**src/rtl/apb_master_ctrl_if.sv**
```systemverilog
// Command/response and APB bus bundle for apb_master_ctrl.
// master: the requester's view; slave: the bench/consumer's view.
interface apb_master_ctrl_if #(
   parameter int ADDR_W = 5,
   parameter int DATA_W = 8
);
   logic              cmd_valid;
   logic              cmd_ready;
   logic              cmd_write;
   logic [ADDR_W-1:0] cmd_addr;
   logic [DATA_W-1:0] cmd_wdata;
   logic              rsp_valid;
   logic [DATA_W-1:0] rsp_rdata;
   logic              rsp_error;
   logic              rsp_timeout;
   logic              PSEL;
   logic              PENABLE;
   logic              PWRITE;
   logic [ADDR_W-1:0] PADDR;
   logic [DATA_W-1:0] PWDATA;
   logic              PREADY;
   logic [DATA_W-1:0] PRDATA;
   logic              PSLVERR;

   modport master (
      input  cmd_valid, cmd_write, cmd_addr, cmd_wdata,
      input  PREADY, PRDATA, PSLVERR,
      output cmd_ready,
      output rsp_valid, rsp_rdata, rsp_error, rsp_timeout,
      output PSEL, PENABLE, PWRITE, PADDR, PWDATA
   );

   modport slave (
      output cmd_valid, cmd_write, cmd_addr, cmd_wdata,
      output PREADY, PRDATA, PSLVERR,
      input  cmd_ready,
      input  rsp_valid, rsp_rdata, rsp_error, rsp_timeout,
      input  PSEL, PENABLE, PWRITE, PADDR, PWDATA
   );
endinterface

```
**src/rtl/apb_master_ctrl.sv**
```systemverilog
// APB requester: one command -> one IDLE/SETUP/ACCESS transfer, 1-cycle response.
// Optional ACCESS watchdog enabled by defining APB_MASTER_TIMEOUT_EN.
module apb_master_ctrl #(
   parameter int ADDR_W         = 5,
   parameter int DATA_W         = 8,
   parameter int TIMEOUT_CYCLES = 16
) (
   input  logic              CLK,
   input  logic              Rst,
   apb_master_ctrl_if.master bus,
   output logic [1:0]        P_stsMST
);

   typedef enum logic [1:0] {
      IDLE   = 2'b00,
      SETUP  = 2'b01,
      ACCESS = 2'b10
   } state_t;

   state_t state, nxt;
   logic   accept, done, abort;

   assign done   = (state == ACCESS) && bus.PREADY;

`ifdef APB_MASTER_TIMEOUT_EN
   localparam int CW = (TIMEOUT_CYCLES > 1) ? $clog2(TIMEOUT_CYCLES) : 1;
   logic [CW-1:0] cnt;

   // PREADY on the last allowed cycle still completes normally
   assign abort = (state == ACCESS) && !bus.PREADY &&
                  (cnt == CW'(TIMEOUT_CYCLES - 1));

   always_ff @(posedge CLK) begin
      if (Rst)
         cnt <= '0;
      else if (state == SETUP)
         cnt <= '0;
      else if (state == ACCESS && !bus.PREADY)
         cnt <= cnt + 1'b1;
   end
`else
   logic unused_to;
   assign unused_to = (TIMEOUT_CYCLES != 0);
   assign abort     = 1'b0;
`endif

   assign bus.cmd_ready = (state == IDLE) || (done && !abort);
   assign accept        = bus.cmd_valid && bus.cmd_ready;
   assign P_stsMST      = state;

   always_comb begin
      nxt = state;
      unique case (state)
         IDLE:    if (accept) nxt = SETUP;
         SETUP:   nxt = ACCESS;
         ACCESS: begin
            if (done)
               nxt = accept ? SETUP : IDLE;
            else if (abort)
               nxt = IDLE;
         end
         default: nxt = IDLE;
      endcase
   end

   always_ff @(posedge CLK) begin
      if (Rst) begin
         state           <= IDLE;
         bus.PSEL        <= 1'b0;
         bus.PENABLE     <= 1'b0;
         bus.PWRITE      <= 1'b0;
         bus.PADDR       <= '0;
         bus.PWDATA      <= '0;
         bus.rsp_valid   <= 1'b0;
         bus.rsp_rdata   <= '0;
         bus.rsp_error   <= 1'b0;
         bus.rsp_timeout <= 1'b0;
      end else begin
         state       <= nxt;
         bus.PSEL    <= (nxt != IDLE);
         bus.PENABLE <= (nxt == ACCESS);
         if (accept) begin
            bus.PWRITE <= bus.cmd_write;
            bus.PADDR  <= bus.cmd_addr;
            bus.PWDATA <= bus.cmd_write ? bus.cmd_wdata : '0;
         end
         bus.rsp_valid   <= done || abort;
         bus.rsp_rdata   <= (done && !bus.PWRITE) ? bus.PRDATA : '0;
         bus.rsp_error   <= done ? bus.PSLVERR : abort;
         bus.rsp_timeout <= abort;
      end
   end

endmodule

```
**src/flat_wrapper.sv**
```systemverilog
// flat-port wrapper written by rule: the top's interface ports become plain ports
module apb_master_ctrl_flat 
#(
   parameter int ADDR_W         = 5,
   parameter int DATA_W         = 8,
   parameter int TIMEOUT_CYCLES = 16
)
  (CLK, Rst, P_stsMST, bus_cmd_valid, bus_cmd_write, bus_cmd_addr, bus_cmd_wdata, bus_PREADY, bus_PRDATA, bus_PSLVERR, bus_cmd_ready, bus_rsp_valid, bus_rsp_rdata, bus_rsp_error, bus_rsp_timeout, bus_PSEL, bus_PENABLE, bus_PWRITE, bus_PADDR, bus_PWDATA);
  apb_master_ctrl_if #(.ADDR_W(ADDR_W), .DATA_W(DATA_W)) bus_i ();
  input  logic CLK;
  input  logic Rst;
  output logic [1:0] P_stsMST;
  input wire logic [$bits(bus_i.cmd_valid)-1:0] bus_cmd_valid;
  input wire logic [$bits(bus_i.cmd_write)-1:0] bus_cmd_write;
  input wire logic [$bits(bus_i.cmd_addr)-1:0] bus_cmd_addr;
  input wire logic [$bits(bus_i.cmd_wdata)-1:0] bus_cmd_wdata;
  input wire logic [$bits(bus_i.PREADY)-1:0] bus_PREADY;
  input wire logic [$bits(bus_i.PRDATA)-1:0] bus_PRDATA;
  input wire logic [$bits(bus_i.PSLVERR)-1:0] bus_PSLVERR;
  output wire logic [$bits(bus_i.cmd_ready)-1:0] bus_cmd_ready;
  output wire logic [$bits(bus_i.rsp_valid)-1:0] bus_rsp_valid;
  output wire logic [$bits(bus_i.rsp_rdata)-1:0] bus_rsp_rdata;
  output wire logic [$bits(bus_i.rsp_error)-1:0] bus_rsp_error;
  output wire logic [$bits(bus_i.rsp_timeout)-1:0] bus_rsp_timeout;
  output wire logic [$bits(bus_i.PSEL)-1:0] bus_PSEL;
  output wire logic [$bits(bus_i.PENABLE)-1:0] bus_PENABLE;
  output wire logic [$bits(bus_i.PWRITE)-1:0] bus_PWRITE;
  output wire logic [$bits(bus_i.PADDR)-1:0] bus_PADDR;
  output wire logic [$bits(bus_i.PWDATA)-1:0] bus_PWDATA;
  assign bus_i.cmd_valid = bus_cmd_valid;
  assign bus_i.cmd_write = bus_cmd_write;
  assign bus_i.cmd_addr = bus_cmd_addr;
  assign bus_i.cmd_wdata = bus_cmd_wdata;
  assign bus_i.PREADY = bus_PREADY;
  assign bus_i.PRDATA = bus_PRDATA;
  assign bus_i.PSLVERR = bus_PSLVERR;
  assign bus_cmd_ready = bus_i.cmd_ready;
  assign bus_rsp_valid = bus_i.rsp_valid;
  assign bus_rsp_rdata = bus_i.rsp_rdata;
  assign bus_rsp_error = bus_i.rsp_error;
  assign bus_rsp_timeout = bus_i.rsp_timeout;
  assign bus_PSEL = bus_i.PSEL;
  assign bus_PENABLE = bus_i.PENABLE;
  assign bus_PWRITE = bus_i.PWRITE;
  assign bus_PADDR = bus_i.PADDR;
  assign bus_PWDATA = bus_i.PWDATA;
  apb_master_ctrl #(.ADDR_W(ADDR_W), .DATA_W(DATA_W), .TIMEOUT_CYCLES(TIMEOUT_CYCLES)) u_core (.CLK(CLK), .Rst(Rst), .bus(bus_i), .P_stsMST(P_stsMST));
endmodule
```
**config.mk**
```make
export PLATFORM = sky130hd
export DESIGN_NAME = apb_master_ctrl_flat
export DESIGN_NICKNAME = d
export VERILOG_FILES = /design/src/rtl/apb_master_ctrl_if.sv /design/src/rtl/apb_master_ctrl.sv /design/src/flat_wrapper.sv
export SDC_FILE = /design/constraint.sdc
export NUM_CORES = 1
export LEC_CHECK = 0
export CORE_AREA = 3 3 56 58
export DETAILED_ROUTE_END_ITERATION = 10
export DIE_AREA = 0 0 59 61
export GPL_ROUTABILITY_DRIVEN = 1
export PLACE_DENSITY_LB_ADDON = 0.2
export RECOVER_POWER = 25
export SKIP_LAST_GASP = 1
export SLEW_MARGIN = 20
export SYNTH_ARGS = -nofsm -noshare
export SYNTH_HDL_FRONTEND = slang
export SYNTH_SLANG_ARGS = --single-unit
export TNS_END_PERCENT = 50
```
**constraint.sdc**
```tcl
create_clock -name CLK -period 1.4 [get_ports CLK]
set_input_delay 0.28 -clock CLK [delete_from_list [all_inputs] [get_ports CLK]]
set_output_delay 0.28 -clock CLK [all_outputs]
set_load 0.005 [all_outputs]
```
# Yosys cells after proc, flatten, opt, wreduce, memory -nomap -nowiden
# Index checks and enable logic that the tools add are counted.
dict set report word_totals {
  register_bits 28
  input_bits 27
}
dict set report op_classes {
  n_eq_ne 3
  n_mux 5
  bitwise 2
  reduce_logical 9
}
# op n
set op_table {}
lappend op_table {{$mux W8} 1}
lappend op_table {{$pmux W2 S3} 1}
lappend op_table {{$eq A2 B2 Y1 const B} 2}
lappend op_table {{$mux W2} 2}
lappend op_table {{$reduce_or A2 Y1} 2}
lappend op_table {{$logic_and A1 B1 Y1} 3}
lappend op_table {{$eq A2 B1 Y1 const B} 1}
lappend op_table {{$logic_not A2 Y1} 1}
lappend op_table {{$not A1 Y1} 2}
lappend op_table {{$reduce_bool A2 Y1} 1}
lappend op_table {{$logic_not A1 Y1} 1}
lappend op_table {{$logic_or A1 B1 Y1} 1}
lappend op_table {{$mux W1} 1}

# Depth between registers and ports, before layout
dict set report logic_depth {
  word_depth 8
  depth_mapped 4
  mapped_depth_nobuf 3
}

# Worst setup path after synthesis
# No wires, ideal clock.
dict set report synth_timing {
  path_type {register to register}
  start {reg u_core.state[0], in the netlist u_core.P_stsMST[0]}
  end {reg u_core.bus.PWDATA[4]}
  setup_ps 132
  t_arrival_ps 1018
  slack_ps 249
  path_stages_with_launch 5
  n_path_buf 1
  synth_period_minus_slack_ps 1151
  path_cell_list {dfxtp_1 > and2b_1 > buf_4 > nand4_1 > a21oi_1}
}
dict set report synth_between {
  elab_chain_cells 4
  elab_cells_between_ends 5
}
# item line_no
set synth_rtl {}
lappend synth_rtl {{start: declaration} apb_master_ctrl.sv:20} ;# state_t state, nxt;
lappend synth_rtl {{start signal: assignment} apb_master_ctrl.sv:79} ;# state <= nxt;
lappend synth_rtl {{$eq A2 B2 Y1} apb_master_ctrl.sv:23} ;# assign done = (state == ACCESS) && bus.PREADY;
lappend synth_rtl {{$logic_and A1 B1 Y1} apb_master_ctrl.sv:23}
lappend synth_rtl {{$logic_or A1 B1 Y1 *} apb_master_ctrl.sv:47} ;# assign bus.cmd_ready = (state == IDLE) || (done && !abort);
lappend synth_rtl {{$logic_and A1 B1 Y1 *} apb_master_ctrl.sv:48} ;# assign accept = bus.cmd_valid && bus.cmd_ready;
lappend synth_rtl {{end signal: assignment} apb_master_ctrl.sv:85} ;# bus.PWDATA <= bus.cmd_write ? bus.cmd_wdata : '0;
lappend synth_rtl {{end: declaration} apb_master_ctrl_if.sv:30} ;# output PSEL, PENABLE, PWRITE, PADDR, PWDATA
# Mark *: on every way between the ends. The rest lies on a longest branch, timed or not.
# A chain may end at the register's enable or synchronous reset.

# Worst setup path in the final report
dict set report layout_timing {
  start {reg u_core.bus.rsp_valid}
  end {out bus_rsp_valid}
}
# item line_no
set layout_lines {}
lappend layout_lines {{start: declaration} apb_master_ctrl_if.sv:29} ;# output rsp_valid, rsp_rdata, rsp_error, rsp_timeout,
lappend layout_lines {{start signal: assignment} apb_master_ctrl.sv:87} ;# bus.rsp_valid <= done || abort;
lappend layout_lines {{end: declaration} flat_wrapper.sv:21} ;# output wire logic [$bits(bus_i.rsp_valid)-1:0] bus_rsp_valid;
# No word-level cell between the ends.

==> results.md <==
- The run finished, with violations left.
- The checks that failed: setup timing.
- sky130_fd_sc_hd__dfxtp_1 is the most common cell in the netlist.
- The design draws 0.00147 W.
- The layout has between 200 and 300 filler cells.
- The residual overflow from global routing is 0.
- The die covers 3600 µm².
- Excluding fillers, the count of instances in the completed layout stands at 193.
- The total area inside the core boundary comes to between 2000 and 3000 µm².
- Signal routing reaches up to met4.
- Broken down by cell family, the worst path's largest delay share belongs to buffers and inverters.
- The count of buffers inserted at the top-level ports is 55.
- The required time at the endpoint of the critical path is between 1 and 1.5 ns.
- The routed design has 2.68 mm of wire.
- The number of antenna violations at the first check in global routing is 0.
- The violation count after the first detailed-route iteration is 10.
- The die is 61 µm tall.
- Synthesis handed over a netlist of 103 instances.
- The worst hold slack is 0.481 ns.
- The iteration count of the initial detailed-routing pass is 4.
- The slowest stage of the critical path belongs to the cell sky130_fd_sc_hd__clkdlybuf4s50_1.
- The number of antenna repair diodes is 0.
- Yosys mapped the design onto 22 distinct sky130hd cell types.
- The HPWL after detailed placement is 1.97 mm.
- Of the available clock period, the critical path in the final layout requires 102%.
- Ranked by total cell area, the synthesized netlist is headed by sky130_fd_sc_hd__dfxtp_1 (56%), sky130_fd_sc_hd__a21oi_1 (7.5%), sky130_fd_sc_hd__o21ai_0 (6.5%), sky130_fd_sc_hd__and2_1 (5.6%), sky130_fd_sc_hd__nand4_1 (5.0%).
- The analysis attributes to cell leakage a power of 0.758 nW.
- The final route contains ~970 vias.
- The average wire per standard cell is 13.9 µm.
- Counting both buffers and inverters, the worst setup path holds a total of 1.
- The mapped netlist covers 998 µm².
- The worst setup path is launched from a flip-flop.
- The number of top-level pins is 57.
- The worst register-to-register path ends at u_core.bus.rsp_rdata[2].
- The maximum clock frequency is 697 MHz.
- The maximum fanout count along the critical path is 1.
- The type of element capturing the critical path is a primary output.
- The final instance area is ~1700 µm².
- The root buffer cell is sky130_fd_sc_hd__clkbuf_4.
- IR analysis of the VDD net gives a maximum drop of 606 µV.
- The commonest cells after synthesis are sky130_fd_sc_hd__dfxtp_1 (28), sky130_fd_sc_hd__a21oi_1 (15), sky130_fd_sc_hd__o21ai_0 (13).
- The cell depth of the worst min-delay path is 2.
- After detailed placement, the design holds a cell count of 189.
- The count of final hold-check violations is 0.
- The final number of setup-violating endpoints is 8.
- The number of buffers between clock root and the deepest sink is 2.
- The routed length on met1 is between 1 and 1.5 mm.
- The initialized floorplan defines 19 standard-cell rows.
- The growth of design area from synthesis to finish is 66.5%.
- Setup repair after global routing could not meet its margin everywhere.
- Summing the sequential cell areas from Yosys gives between 50% and 60% of the chip area.
- Of all cell types, the one taking the most synthesized area is sky130_fd_sc_hd__dfxtp_1.
- The worst hold endpoint is u_core.bus.rsp_error.
- Walking the worst path, the cells encountered are clkdlybuf4s50_1.
- The synthesis warning total is 0.
- In this design, the stage delay of the slowest critical-path cell is between 0.4 and 0.5 ns.
- The via count of the first global-routing pass is 914.
- The length in cells of the worst reg-to-reg path is 4.
- The routed design uses around 230 µm of met3 wire.
- The CTS clock-pin slew for the worst setup and hold paths is 0.15 ns.
- The number of enable flip-flop cells after synthesis is 0.
- Routability-driven placement finished with a final weighted congestion of 0.727.
- The critical path is of the flip-flop to primary output type.
- The total number of nets in the final design is 190.
- The share of the synthesized area in the top cell type is 56.1%.
- The register-to-register path setup slack is 0.06 ns.
- The launching point of the worst reg2reg path is u_core.P_stsMST[0].
- The final sum of negative setup slack is -0.188 ns.
- The per-instance average area after synthesis is 9.69 µm².
- The async set or reset register ratio after synthesis is 0%.
- In this run the remaining antenna-violating nets after routing total 0.
- The effective utilization at floorplan is 36.8%.
- The commonest register cell after synthesis is sky130_fd_sc_hd__dfxtp_1.
- The first-pass GRT wire length is 4.08 mm.
- At the later pin of the worst-skew pair, clock insertion delay measures 0.33 ns.
- The DRC violation count after routing is 0.
- For the worst setup path, the data arrival time is 1.15 ns.
- The number of slew-limit violations in the final report was 0.
- The clock drives 28 sinks.
- The routed length on met2 is 1.33 mm.
- Using the TritonRoute via totals, the vias-per-cell ratio works out to 5.05.
- The register bit count reported by yosys is 28.
- Buffers inserted to repair hold after CTS numbered 0.
- Synthesis produced a netlist with a net count of between 100 and 150.
- The ratio of cells with drive above 1 in the final layout is between 10% and 20%.
- In the global route stage, overall resource usage came out at 14.9%.
- The final setup skew is around 0.0072 ns.
- The cell area power density is 884 nW/µm².
- TritonCTS built the clock tree.
- CTS built an H-tree with a depth of 1.
- The largest net degree at the start of global routing is 19.
- The post-route minimum period is 1.43 ns.
- The area after detailed placement is 1620 µm².
- In this run the most critical hold path is launched from bus_PSLVERR.
- The reported max-cap violation count is 0.
- In this run the horizontal extent of the chip is between 50 and 60 µm.
- The smallest setup slack after layout is -0.0338 ns.
- The class of the most critical hold timing path is input port to flip-flop.
- In this run, CTS created clock tree buffers numbering 3.
## through the flow
stage	utilization [%]	setup WS (ns)
floorplan	-	0.249
global placement	59.9	-0.412
detailed placement	59.9	-0.409
CTS	61.5	-0.146
global route	61.4	-0.0827
finish	61.4	-0.0338
## state kept, by name (all words and copies together), names as in the netlist
signal and flops:
u_core.bus.rsp_error 1, u_core.bus.rsp_rdata 8, u_core.P_stsMST 2, u_core.bus.PENABLE 1, u_core.bus.PSEL 1, u_core.bus.rsp_valid 1, u_core.bus.PWDATA 8, u_core.bus.PWRITE 1
u_core.bus.PADDR 5
## timing repair
item / 4_1_cts / 5_1_grt
gates resized for setup: 28 / 19
gates cloned: 0 / 0
pin swaps: 0 / 2
setup endpoints to repair: 29 / 28
setup buffers: 1 / 0
## placed cells by master (no fill, tap or decap), drive strengths merged
master	Yosys	final
a221oi	1	1
clkdlybuf4s50	0	33
a21oi	15	15
inv	1	1
dlymetal6s2s	0	5
and2b	3	3
o21ai	14	14
nand2b	2	2
clkdlybuf4s25	0	3
nor3b	1	1
nand4	8	8
nor2	4	4
nor4bb	1	1
dlygate4sd2	0	13
dfxtp	28	28
and2	9	9
nor3	1	1
buf	6	7
conb	1	1
nand3	6	6
clkbuf	2	6
## routing by layer
layer  vias to the layer above  global-route usage [%]
li1                        477                       -
met1                       452                    17.5
met2                        43                    26.2
met3                         2                    3.62
met4                         0                    5.83
met5                         -                       0
## worst max-delay path by stage
| stage | to | slack [ns] | cells past startpoint | start |
|---|---|---|---|---|
| CTS | bus_cmd_ready | -0.15 | 4 | bus_PREADY |
| global route | bus_rsp_valid | -0.08 | 1 | u_core.bus.rsp_valid |
| floorplan | u_core.bus.PWDATA[4] | 0.25 | 4 | u_core.P_stsMST[0] |
| detailed placement | bus_cmd_ready | -0.41 | 4 | bus_PREADY |
| finish | bus_rsp_valid | -0.03 | 1 | u_core.bus.rsp_valid |
| global placement | bus_cmd_ready | -0.41 | 4 | bus_PREADY |
## report_power, final
group	internal (W)	switching, W
clock network	0.000159	0.000232
registers	0.000830	0.0000133
logic	0.000146	0.0000899
total	0.00113	0.000336
## layout make-up
| type | instances | area, µm² | area share, % |
|---|---|---|---|
| multi-input cells | 66 | 373 | 22.4 |
| inverters | 1 | 3.75 | 0.226 |
| well taps | 31 | 38.8 | 2.33 |
| repair buffers | 63 | 628 | 37.8 |
| flip-flops and latches | 28 | 583 | 35.1 |
| clock buffers | 4 | 36.3 | 2.18 |
## logic make-up (layout without fill, tap and decap cells)
logic type             Yosys count  in the layout  share of synthesized area, %
AOI/OAI and AO/OA               30             30                          15.4
buffers and inverters            9             68                          5.39
other                            1              1                         0.376
and+or+nand+nor                 35             35                          22.7
DFF                             28             28                          56.1
No activity file was read; power rests on OpenSTA's default activity.
